<file path="src/rtl/triangular_pwm_pkg.sv">
// Shared constants and types for the center-aligned PWM generator.
// Optional build macro used by the top: TRIANGULAR_PWM_SYNC_EN.
package triangular_pwm_pkg;

  localparam int DEFAULT_DUTY_WIDTH = 8;

  typedef enum logic {
    DIR_UP   = 1'b0,
    DIR_DOWN = 1'b1
  } dir_e;

endpackage

</file>
<file path="src/rtl/triangular_pwm_tri_carrier.sv">
// Triangular carrier: counts 0 -> MAX -> 0, holding each endpoint for two cycles,
// and flags the valley cycle where the next period's duty is latched.
module triangular_pwm_tri_carrier
  import triangular_pwm_pkg::*;
#(
  parameter int WIDTH = DEFAULT_DUTY_WIDTH
) (
  input  logic             clk,
  input  logic             rst,
  output logic [WIDTH-1:0] cnt,
  output logic             period_boundary
);

  localparam logic [WIDTH-1:0] CNT_MAX = '1;

  dir_e             dir;
  dir_e             dir_nxt;
  logic [WIDTH-1:0] cnt_nxt;

  // NOTE: sequential state uses non-blocking assignments so every register
  // samples pre-edge values, independent of statement order.
  always_ff @(posedge clk or posedge rst) begin
    if (rst) begin
      cnt <= '0;
      dir <= DIR_UP;
    end else begin
      cnt <= cnt_nxt;
      dir <= dir_nxt;
    end
  end

  // NOTE: every always_comb output gets a default first, so no path can
  // leave it unassigned and infer a latch.
  always_comb begin
    cnt_nxt = cnt;
    dir_nxt = dir;
    unique case (dir)
      DIR_UP: begin
        if (cnt == CNT_MAX) dir_nxt = DIR_DOWN;
        else                cnt_nxt = cnt + 1'b1;
      end
      DIR_DOWN: begin
        if (cnt == '0) dir_nxt = DIR_UP;
        else           cnt_nxt = cnt - 1'b1;
      end
      default: begin
        cnt_nxt = cnt;
        dir_nxt = DIR_UP;
      end
    endcase
  end

  always_comb begin
    period_boundary = (dir == DIR_DOWN) && (cnt == '0);
  end

endmodule

</file>
<file path="src/rtl/triangular_pwm.sv">
// Center-aligned PWM: duty latched once per period at the carrier valley,
// registered compare output. Define TRIANGULAR_PWM_SYNC_EN to add period_sync.
module triangular_pwm
  import triangular_pwm_pkg::*;
#(
  parameter int DUTY_WIDTH = DEFAULT_DUTY_WIDTH
) (
  input  logic                  clk,
  input  logic                  rst,
  input  logic [DUTY_WIDTH-1:0] duty,
  output logic                  pwm_out
`ifdef TRIANGULAR_PWM_SYNC_EN
  ,
  output logic                  period_sync
`endif
);

  logic [DUTY_WIDTH-1:0] cnt;
  logic [DUTY_WIDTH-1:0] duty_q;
  logic                  period_boundary;

  triangular_pwm_tri_carrier #(
    .WIDTH(DUTY_WIDTH)
  ) u_tri_carrier (
    .clk             (clk),
    .rst             (rst),
    .cnt             (cnt),
    .period_boundary (period_boundary)
  );

  // Duty only changes at the valley so a period never sees a mid-cycle update.
  always_ff @(posedge clk or posedge rst) begin
    if (rst) begin
      duty_q  <= '0;
      pwm_out <= 1'b0;
    end else begin
      if (period_boundary) duty_q <= duty;
      pwm_out <= (cnt < duty_q);
    end
  end

`ifdef TRIANGULAR_PWM_SYNC_EN
  // Delayed by one cycle to line up with the registered pwm_out.
  always_ff @(posedge clk or posedge rst) begin
    if (rst) period_sync <= 1'b0;
    else     period_sync <= period_boundary;
  end
`endif

endmodule

</file>
<file path="config.mk">
export PLATFORM = sky130hd
export DESIGN_NAME = triangular_pwm
export DESIGN_NICKNAME = d
export VERILOG_FILES = /design/src/rtl/triangular_pwm_pkg.sv /design/src/rtl/triangular_pwm_tri_carrier.sv /design/src/rtl/triangular_pwm.sv
export SDC_FILE = /design/constraint.sdc
export NUM_CORES = 1
export LEC_CHECK = 0
export ABC_AREA = 1
export CORE_MARGIN = 1
export CORE_UTILIZATION = 45
export CTS_BUF_LIST = sky130_fd_sc_hd__clkbuf_8
export CTS_CLUSTER_DIAMETER = 50
export DETAILED_ROUTE_END_ITERATION = 16
export HOLD_SLACK_MARGIN = 0.02
export SYNTH_ARGS = -nofsm -noshare
export SYNTH_HDL_FRONTEND = slang
export SYNTH_SLANG_ARGS = --single-unit
</file>
<file path="constraint.sdc">
create_clock -name clk -period 1.8 [get_ports clk]
set_input_delay 0.18 -clock clk [delete_from_list [all_inputs] [get_ports clk]]
set_output_delay 0.18 -clock clk [all_outputs]
set_load 0.02 [all_outputs]
</file>
* Word-level counts from Yosys, hierarchy flattened
Cells that the tools add are included.
** Storage, ports and cells
- Register bits :: 18
- Bits of input ports :: 10
- Output and inout bits :: 1
- Word-level logic and storage cells :: 20
** Operators by class
- $add $sub $neg :: 2
- $lt $le $gt $ge :: 1
- Equal/unequal tests :: 3
- Mux-type cells :: 6
- Bitwise gates (word level) :: 1
- Reductions and logical operators :: 3
** Operator list (count)
- 2-to-1 mux 8 bit :: 2
- case mux 8 bit (2 select lines) :: 1
- adder 8 x 1 -> 8 bit, second input constant :: 1
- equality test 8 bit, second input constant :: 1
- zero test 8 bit :: 1
- less-than comparator 8 bit :: 1
- subtractor 8 x 1 -> 8 bit, second input constant :: 1
- inequality test 2 bit, second input constant :: 2
- 2-to-1 mux 1 bit :: 2
- case mux 1 bit (2 select lines) :: 1
- AND reduction 2 bit :: 1
- logical AND 1 bit :: 1
- NOT 1 bit :: 1

* Depth between registers and ports, before layout
- Word-level depth :: 3
- Gate-level depth with buffers :: 10
- Gate-level depth less buffers :: 10

* Cells and area by module
A second synthesis with hierarchy kept.
** Unflattened totals
- Cells, all modules :: 158
- Area total of the unflattened synthesis :: 1239.9 µm²
** Modules (own cells, without submodules)
- triangular_pwm_tri_carrier :: instances 1, cells an instance 101, area an instance 743.2 µm², seq. area each 225.2 µm²
- triangular_pwm :: instances 1, cells an instance 57, area an instance 496.7 µm², seq. area each 225.2 µm²

* Worst setup path before layout
Ideal clock, no wire load.
- Path type :: reg-to-reg
- From :: register u_tri_carrier.dir
- To :: register u_tri_carrier.cnt[6]
- Setup time :: 0.118 ns
- Arrival time :: 1.470 ns
- Data required time :: 1.682 ns
- Setup slack :: 0.211 ns
- Cell stages (with the launch flop) :: 11
- Path buffers :: 0
- Clock period less this slack :: 1.589 ns
- Cell sequence :: dfrtp_1 > inv_1 > fa_1 > inv_1 > nand2_1 > nand2_1 > nand3_1 > nand2_1 > nand2_1 > nand3_1 > nand2_1
** On the way
- Word-level cells in the longest chain between the ends :: 3
- Elaborated cells between the ends (all ways) :: 5
- Those cells by class :: eq/ne (2); mux (1); bitwise (1); reduce/logical (1)
** Ends and longest elaborated chain
- start: declaration :: line triangular_pwm_tri_carrier.sv:16 : dir_e dir;
- start signal: assignment :: line triangular_pwm_tri_carrier.sv:28 : dir <= dir_nxt;
- NOT 1 bit :: line triangular_pwm_tri_carrier.sv:37 : unique case (dir)
- inequality test 2 bit (no source line)
- AND reduction 2 bit (no source line)
- end signal: assignment :: line triangular_pwm_tri_carrier.sv:27 : cnt <= cnt_nxt;
- end: declaration :: line triangular_pwm_tri_carrier.sv:10 : output logic [WIDTH-1:0] cnt,
Parallel ways exist; a longest one is shown, timed or not.
A chain may end at the register's enable or synchronous reset.

* Final worst setup path
- From :: register u_tri_carrier.cnt[1]
- To :: register u_tri_carrier.cnt[6]
** On the way
- Word-level cells in the longest chain between the ends :: 3
- Elaborated cells between the ends (all ways) :: 10
- Those cells by class :: add/sub (2); eq/ne (3); mux (3); reduce/logical (2)
** Ends and longest elaborated chain
- subtractor 8 x 1 -> 8 bit, or another cell as far along :: line triangular_pwm_tri_carrier.sv:44 : else cnt_nxt = cnt - 1'b1;
- 2-to-1 mux 8 bit, or another cell as far along :: line triangular_pwm_tri_carrier.sv:43 : if (cnt == '0) dir_nxt = DIR_UP;
- case mux 8 bit (2 select lines) / AND reduction 2 bit (equally long branches)
Parallel ways exist; a longest one is shown, timed or not. The select of a mux whose other input is x is not followed.

==> metrics.csv <==
stage,metric,value,unit
floorplan,area of the die,0.00291,mm²
clocking,hold buffers post-CTS,0,
sta,# setup viols final,0,
clocking,CTS tree,yes,
worst_setup_path,Worst R2R Path Depth,10,
worst_setup_path,CP max FO,6,
worst_setup_path,CP required,1950,ps
sta,Setup Skew,4.33,ps
global_route,vias in the first global route,872,
placed_design,Placed Cells,202,
synth,Yosys cell types,22,
pwr,cell leakage power,0.812,nW
pwr,VDD IR max,0.509,mV
sta,f_max,612,MHz
floorplan,Die X,53.9,µm
clocking,CTS clock-pin slew for the worst setup and hold paths,70,ps
floorplan,FP Rows,18,
worst_setup_path,worst r2r src,u_tri_carrier.cnt[1],
drt,First-pass DRT Iterations,4,
final_layout,most frequent cells in the layout,"nand2_1 (45), inv_1 (23), dfrtp_1 (17)",
final_layout,fin util,57.1,%
clocking,clock tree buffer depth,2,
clocking,CTS Buf Count,3,
sta,Rel. slew slack,79.8,%
global_route,largest net degree at the start of global routing,19,
sta,crit path time final,1640,ps
final_layout,post-route design area,0.00144,mm²
worst_setup_path,"delay-heaviest family, CP",flip-flops,
final_layout,layout cell share with drive strength beyond 1,9.66,%
synth,Syn Inst Count,158,
outcome,outcome,"finished, final reports clean",
worst_setup_path,WP depth,10,
drt,"wirelength, routed",2.42,mm
final_layout,# diodes,0,
global_route,Tot GR Track Use,19.5,%
floorplan,IO Count,11,
drt,initial DRC count,13,
worst_setup_path,CP Cell Sequence,"inv_1, fa_1, inv_1, nand2_1, nand2_1, nand3_1, nand2_1, nand2_1, nand3_1, nand2_1",
clocking,clock latency at the later pin of the worst-skew pair,260,ps
floorplan,placeable core region,0.00252,mm²
drt,Antenna Violating Nets Remaining,0,
worst_setup_path,crit end category,register,
worst_setup_path,CP max stage cell,dfrtp_1,
global_route,first-pass GRT wire length,3.92,mm
placed_design,Post-DP Area,0.00138,mm²
synth,syn nets,182,
flow_run,Max-cap violations,0,
pwr,PwrDens,535,mW/mm²
drt,DR vias/cell,5.06,
sta,Max Slew Vio Count,0,
worst_setup_path,startpoint types,register,
worst_setup_path,Critical Path Source,u_tri_carrier.cnt[1],
worst_setup_path,CP dominant cell by count,nand2_1,
worst_setup_path,CP Class,register to register,
placed_design,routability cong.,0.785,
synth,Synth Cell Area,0.00121,mm²
worst_setup_path,WP data arrival,1780,ps
final_layout,"commonest non-fill, non-tap cell in the layout",nand2_1,
worst_hold_path,Hold WC Path Type,primary input to asynchronous set/reset pin,
global_route,GRT Residual Overflow,0,
worst_setup_path,CP peak stage delay,470,ps
clocking,H-tree levels,1,
drt,DRC viols,0,
placed_design,hpwl dp,1.86,mm
final_layout,"non-filler cells, final",206,
floorplan,DIE HEIGHT,53.9,µm
final_layout,nets,201,
sta,Hold Fails Final Rpt,0,
synth,count of yosys warnings during synthesis,0,
drt,Routed wire per std cell,11.8,µm
synth,Avg Inst Size Synth,7.68,µm²
sta,RSZ-0062 raised after global routing,no,
final_layout,layout overhead on the synthesized area,18.7,%
sta,Worst-Margin Slew,302,ps
synth,Seq cells post-synth,18,
global_route,initial antenna violation count,0,
worst_setup_path,Buf/Inv on CP,2,
placed_design,PortBufs,10,
sta,fin crit share,90.8,%
clocking,CTS root buf,clkbuf_8,
drt,Via Count,1043,
sta,setup TNS,0,ps
clocking,TritonCTS Sinks,18,
floorplan,Starting Density,48.1,%
synth,"Seq/Total Area, Yosys",37.1,%
==> worst register-to-register path, delay by kind of cell, from the launching register on <==
| family | cells | cell delay, ps |
|---|---|---|
| buf+inv | 2 | 160 |
| simple gates | 7 | 470 |
| fa+ha+maj | 1 | 430 |
| flops | 1 | 470 |
==> metrics by stage <==
| step | hold slack (ps) | power, mW | setup slack (ps) |
|---|---|---|---|
| floorplan | 119 | 0.418 | 211 |
| global placement | 512 | 0.441 | 116 |
| detailed placement | 521 | 0.442 | 113 |
| CTS | 248 | 0.777 | 108 |
| global route | 292 | 0.796 | 30.4 |
| finish | 235 | 0.770 | 165 |
==> registers in the layout (all words and copies together) (netlist names) <==
signal             flops
pwm_out                1
duty_q                 8
u_tri_carrier.dir      1
u_tri_carrier.cnt      8
==> layer usage <==
metal | global-route usage (%) | part of all wire, %
met5 | 0 | 0
met4 | 5.26 | 0.91
met2 | 29.6 | 46
met3 | 4.24 | 2.3
met1 | 27.6 | 50
==> cell type report <==
| cell class | count | area [µm²] |
|---|---|---|
| repair buffers | 16 | 145 |
| flip-flops and latches | 18 | 452 |
| multi-input cells | 115 | 664 |
| inverters | 23 | 86.3 |
| clock buffers | 4 | 55.1 |
| fillers | 242 | 1080 |
| well taps | 30 | 37.5 |
==> synth_stat cells (all sizes together) <==
master / instances / area (µm²)
xor2: 2 / 17.5
nand2: 46 / 175
nor2: 12 / 47.6
dfrtp: 18 / 450
a21oi: 9 / 45.0
o21ai: 12 / 60.1
nand3: 10 / 50.1
xnor2: 1 / 8.76
fa: 1 / 20.0
or2: 2 / 12.5
buf: 2 / 18.8
ha: 13 / 163
inv: 23 / 86.3
nand4: 2 / 18.8
nor3: 1 / 10.0
nand3b: 3 / 22.5
a21o: 1 / 7.51
==> final timing paths <==
| check | to | slack (ps) |
|---|---|---|
| max | u_tri_carrier.cnt[6] | 160 |
| min | pwm_out | 230 |
| max reg2reg | u_tri_carrier.cnt[6] | 160 |
| min reg2reg | duty_q[0] | 550 |
| max in group asynchronous | u_tri_carrier.dir | 1350 |
| min in group clk | duty_q[3] | 480 |
==> where the power goes <==
group	total (mW)	leakage (nW)	internal [mW]	switching, mW
registers	0.404	0.188	0.404	0
logic	0.0290	0.595	0.0184	0.0105
clock network	0.337	0.0288	0.195	0.142
total	0.770	0.812	0.617	0.153
==> cell families after synthesis <==
group / Yosys count / share of synthesized area (%)
simple gates: 76 / 27.7
xor+xnor: 3 / 2.17
compound gates: 22 / 9.28
fa+ha+maj: 14 / 15.1
buf+inv: 25 / 8.66
flops: 18 / 37.1
==> what timing repair did <==
item,4_1_cts,5_1_grt
gates resized for setup,0,2
buffers inserted,0,0
setup endpoints to repair,0,5
Note: power is estimated with default switching activity, not from simulation.
